**src/rtl/freq_pkg.sv**
```systemverilog
// rtl/freq_pkg.sv - shared types and defaults for the frequency gate controller
package freq_pkg;

    localparam int FREQ_CNT_W_DEF = 16;

    typedef enum logic [1:0] {
        IDLE = 2'd0,
        GATE = 2'd1,
        HOLD = 2'd2
    } freq_state_t;

endpackage

```
**src/rtl/freq_edge_detect.sv**
```systemverilog
// rtl/freq_edge_detect.sv - rising edge detector; FREQ_SYNC_EN adds a 2-flop input synchronizer
module freq_edge_detect (
    input  logic clk,
    input  logic rst_n,
    input  logic sig_i,
    output logic rise
);

    logic s;
    logic prev;

`ifdef FREQ_SYNC_EN
    logic [1:0] sync;

    always_ff @(posedge clk or negedge rst_n) begin
        if (!rst_n) begin
            sync <= 2'b00;
        end else begin
            sync <= {sync[0], sig_i};
        end
    end

    assign s = sync[1];
`else
    assign s = sig_i;
`endif

    // prev runs in every state so a level already high at window open is not an edge
    always_ff @(posedge clk or negedge rst_n) begin
        if (!rst_n) begin
            prev <= 1'b0;
        end else begin
            prev <= s;
        end
    end

    assign rise = s & ~prev;

endmodule

```
**src/rtl/freq_gate_ctrl.sv**
```systemverilog
// rtl/freq_gate_ctrl.sv - gate window sequencer and edge counter with valid/ready result (FREQ_SYNC_EN optional)
module freq_gate_ctrl
    import freq_pkg::*;
#(
    parameter int GATE_CYCLES = 1000,
    parameter int CNT_W       = FREQ_CNT_W_DEF
) (
    input  logic             clk,
    input  logic             rst_n,
    input  logic             sig_i,
    input  logic             start_i,
    input  logic             abort_i,
    input  logic             continuous_i,
    input  logic             ready_i,
    output logic             valid_o,
    output logic [CNT_W-1:0] count_o,
    output logic             overflow_o,
    output logic             busy_o
);

    localparam int             GW        = $clog2(GATE_CYCLES + 1);
    localparam logic [GW-1:0]  GATE_LOAD = GW'(GATE_CYCLES - 1);

    freq_state_t      state;
    logic [GW-1:0]    gate_cnt;
    logic [CNT_W-1:0] edge_cnt;
    logic             ovf;
    logic [CNT_W-1:0] count_q;
    logic             ovf_q;
    logic             rise;
    logic [CNT_W-1:0] cnt_next;
    logic             ovf_next;

    freq_edge_detect u_edge (
        .clk   (clk),
        .rst_n (rst_n),
        .sig_i (sig_i),
        .rise  (rise)
    );

    // an edge arriving at full scale is dropped and flagged instead of wrapping
    always_comb begin
        cnt_next = edge_cnt;
        ovf_next = ovf;
        if (rise) begin
            if (edge_cnt == '1) begin
                ovf_next = 1'b1;
            end else begin
                cnt_next = edge_cnt + 1'b1;
            end
        end
    end

    always_ff @(posedge clk or negedge rst_n) begin
        if (!rst_n) begin
            state    <= IDLE;
            gate_cnt <= '0;
            edge_cnt <= '0;
            ovf      <= 1'b0;
            count_q  <= '0;
            ovf_q    <= 1'b0;
        end else begin
            case (state)
                IDLE: begin
                    if (start_i && !abort_i) begin
                        state    <= GATE;
                        gate_cnt <= GATE_LOAD;
                        edge_cnt <= '0;
                        ovf      <= 1'b0;
                    end
                end
                GATE: begin
                    if (abort_i) begin
                        state <= IDLE;
                    end else begin
                        edge_cnt <= cnt_next;
                        ovf      <= ovf_next;
                        // last window cycle: its own edge is part of the result
                        if (gate_cnt == '0) begin
                            state   <= HOLD;
                            count_q <= cnt_next;
                            ovf_q   <= ovf_next;
                        end else begin
                            gate_cnt <= gate_cnt - 1'b1;
                        end
                    end
                end
                HOLD: begin
                    if (abort_i) begin
                        state <= IDLE;
                    end else if (ready_i) begin
                        if (continuous_i) begin
                            state    <= GATE;
                            gate_cnt <= GATE_LOAD;
                            edge_cnt <= '0;
                            ovf      <= 1'b0;
                        end else begin
                            state <= IDLE;
                        end
                    end
                end
                default: begin
                    state <= IDLE;
                end
            endcase
        end
    end

    assign valid_o    = (state == HOLD);
    assign busy_o     = (state == GATE) || (state == HOLD);
    assign count_o    = count_q;
    assign overflow_o = ovf_q;

endmodule
```
**config.mk**
```make
export PLATFORM = sky130hd
export DESIGN_NAME = freq_gate_ctrl
export DESIGN_NICKNAME = d
export VERILOG_FILES = /design/src/rtl/freq_pkg.sv /design/src/rtl/freq_edge_detect.sv /design/src/rtl/freq_gate_ctrl.sv
export SDC_FILE = /design/constraint.sdc
export NUM_CORES = 1
export LEC_CHECK = 0
export CAP_MARGIN = 40
export CORE_UTILIZATION = 30
export CTS_CLUSTER_SIZE = 14
export DETAILED_ROUTE_END_ITERATION = 10
export HOLD_SLACK_MARGIN = 0.02
export PLACE_DENSITY = 0.44
export SLEW_MARGIN = 20
export SYNTH_ARGS = -nofsm -noshare
export SYNTH_HDL_FRONTEND = slang
export SYNTH_SLANG_ARGS = --single-unit
```
**constraint.sdc**
```tcl
create_clock -name clk -period 3.54 [get_ports clk]
set_input_delay 0.708 -clock clk [delete_from_list [all_inputs] [get_ports clk]]
set_output_delay 0.708 -clock clk [all_outputs]
set_load 0.05 [all_outputs]
```
==> summary.md <==
| Metric | Value |
|---|---|
| Status | `finished clean` |
| Clock buffer depth | `2` |
| Crit path DAT | `1.87 ns` |
| # resized after CTS | `0` |
| Total Routing Usage GR | `0.147` |
| Post-Syn Area | `2710 sq um` |
| Port bufs | `25` |
| Post-synth EDFFs | `0` |
| Slew @ Worst Pin | `0.771 ns` |
| Worst R2R Path Depth | `8` |
| Skew-Pair Late Insertion Delay | `0.31 ns` |
| Cell Rows | `34` |
| Logic pwr share | `0.323` |
| Syn nets | `302` |
| R2R Path Start | `state[1]$_DFFE_PN0P_` |
| Total number of vias | `2187` |
| Nets@finish | `323` |
| Non-filler cells, final | `419` |
| Fmax | `388 MHz` |
| Post-synthesis sequential area ratio | `0.433` |
| Switch share | `0.378` |
| Count of pins over their slew limit | `0` |
| Post-route ant nets | `0` |
| # Max-Cap Violations | `0` |
| Post-CTS Setup Repair Bufs | `0` |
| Largest net degree at the start of global routing | `32` |
| DP Cell Count | `411` |
| # setup viols final | `0` |
| Num CTS Buffers | `5` |
| Gpl congestion | `0.770` |
| Post-synth top area share | `0.433` |
| Die Area | `9430 sq um` |
| Synth top area cells | `dfrtp_1 (43%), nand2_1 (4.4%), nor2_1 (3.7%)` |
| First-pass GRT wire length | `11.1 mm` |
| Sink Count | `47` |
| Ant. Diodes | `0` |
| CTS HTree Levels | `2` |
| Distinct cell type count after synthesis | `57` |
| Internal power | `0.000873 W` |
| DR vias/cell | `5.22` |
| Cell taking the most area after synthesis | `dfrtp_1` |
| FF-to-FF setup slack | `1.18 ns` |
| Grt ovf | `0` |
| Power per cell area | `445 nW/um^2` |
| Clk root buf | `clkbuf_8` |
| Synth async-reset ratio | `1.00` |
| Worst vdd ir | `0.158 mV` |
| Crit share post-route | `0.728` |
| Setup Skew | `0.00767 ns` |
| Rel. slew slack | `0.481` |
| Flop and latch count out of synthesis | `47` |
| Post-synthesis cell count | `289` |
| Drt first-iter violations | `91` |
| Core region area | `8720 sq um` |
| DRT Pass-1 Iters | `4` |
| Leak | `1.31 nW` |
| Setup crit start | `state[0]$_DFFE_PN0P_` |
| Syn Area/Cell | `9.39 sq um` |
| Dpl hpwl | `4.47 mm` |
| Share of layout cells above drive strength 1 | `0.0900` |
| Area grow syn2layout | `16.0%` |
| Hold-fix buffers, CTS | `0` |
| Sw Pwr | `0.000529 W` |
| Die Span X | `97.1 um` |
| Critical Path RT | `2.83 ns` |
| RSZ-0062 raised after global routing | `false` |
| CP Class | `reg -> out` |
| I/O Pins | `26` |
| Clk network pwr share | `0.234` |
| Reg-to-reg endpoint | `gate_cnt[9]$_DFFE_PN0P_` |
| Routed WL | `6.45 mm` |
| Reg power frac | `0.443` |
| Yosys warning count | `0` |
| Reg clk slew, reported paths | `0.09 ns` |
| Final core utilization | `0.361` |
| Crit end category | `primary output` |
| Setup TNS | `0 ns` |
| Initial antenna violation count | `0` |
| Synth Flop Type | `dfrtp_1` |
| Final min period | `2.58 ns` |
| Startpoint types | `flip-flop` |
| Initial Util | `0.311` |
| Final hold violation count | `0` |
| Hold Crit Class | `in -> async` |
| Number of global-route vias before repair | `2100` |
| CP max FO | `5` |
| Drt wl/cell | `15.4 um` |
| CTS tree | `built` |
| Die H | `97.1 um` |
| DRC viols | `0` |
-- sequential cells by signal, summed over array words and instances (netlist names) --
name         flops
count_o         16
edge_cnt        16
gate_cnt        10
state            2
overflow_o       1
ovf              1
u_edge.prev      1
-- Yosys cell counts (2+ instances only) --
master and n:
a22o_1 9, o211ai_1 4, and2_1 5, o21ai_1 2, nand3_1 12, inv_1 9
or4_1 2, o41ai_1 2, nand2b_1 2, nand2_1 32, o21ai_0 15, ha_1 6
dfrtp_1 47, mux2_1 2, or3_1 2, xnor2_1 6, nor4_1 4, nand4_1 4
a2bb2oi_1 2, nand4_4 2, xor2_1 3, nor2b_1 2, nand4b_1 2, a31oi_1 6
o31ai_1 6, nor2_1 27, nor3b_1 2, mux2_2 3, nor4_4 2, clkbuf_1 13
and3_1 3, a21oi_1 18, buf_2 3, nor3_1 5, mux2i_1 3
-- critical path, stage by stage (launching register included) --
cell	delay, ns
dfrtp_1	0.42
inv_1	0.09
ha_1	0.23
clkdlybuf4s50_1	0.83
-- cell usage in the layout, fill, tap and decap left out, drive strengths merged, types with 3 or more instances in the layout --
master	count
dfrtp	47
clkdlybuf4s50	24
nand3	12
xor2	3
a22o	10
inv	9
o31ai	6
o211ai	4
nand4	6
ha	6
mux2	6
and2	5
and3	4
nand2	32
o21ai	17
nor4	6
nor3	5
a21oi	18
mux2i	3
nor2	27
or4	3
a31oi	6
buf	6
xnor2	6
clkbuf	7
-- power by group through the flow --
stage               Sequential, W  Clock (W)  Combinational [W]
detailed placement       0.000633          0           0.000460
CTS                      0.000622   0.000341           0.000462
floorplan                0.000613          0           0.000342
finish                   0.000622   0.000327           0.000453
global route             0.000632   0.000354           0.000514
global placement         0.000633          0           0.000461
-- layer usage --
| metal | vias up | track usage | share of wire |
|---|---|---|---|
| met5 | - | 0 | 0 |
| met4 | 0 | 0.0448 | 0.014 |
| met3 | 6 | 0.0281 | 0.025 |
| met2 | 28 | 0.222 | 0.44 |
| met1 | 1055 | 0.212 | 0.52 |
| li1 | 1098 | - | - |
-- logic make-up after synthesis --
group | after synthesis | share of synthesized area
AO/OA/AOI/OAI | 77 | 0.198
XOR/XNOR | 9 | 0.0290
adder cells (fa/ha/maj) | 6 | 0.0277
buffers and inverters | 25 | 0.0360
flip-flops | 47 | 0.433
multiplexers | 9 | 0.0373
AND/OR/NAND/NOR | 116 | 0.238
-- layout make-up --
class / count / area (sq um)
Inverter: 9 / 33.8
Clock buffer: 7 / 76.3
Clock inverter: 1 / 5.00
Multi-Input combinational cell: 217 / 1440
Sequential cell: 47 / 1180
Timing Repair Buffer: 30 / 283
Tap cell: 108 / 135
Fill cell: 861 / 5570
-- through the flow --
step / area (sq um) / hold WS, ns / power (W) / worst slack (ns)
finish: 3150 / 0.381 / 0.00140 / 0.962
global route: 3150 / 0.424 / 0.00150 / 0.883
CTS: 3150 / 0.393 / 0.00142 / 0.953
detailed placement: 3070 / 0.455 / 0.00109 / 0.742
global placement: 3070 / 0.453 / 0.00109 / 0.770
floorplan: 2710 / 0.412 / 0.000955 / 1.09
-- how the worst max path moves through the flow --
stage	endpoint	slack (ns)	cells past startpoint
global placement	count_o[14]$_DFFE_PN0P_	0.77	6
floorplan	edge_cnt[15]$_DFFE_PN0P_	1.09	8
CTS	valid_o	0.95	3
finish	valid_o	0.96	3
global route	valid_o	0.88	3
detailed placement	edge_cnt[4]$_DFFE_PN0P_	0.74	6
Power figures use the tool's default switching activity.
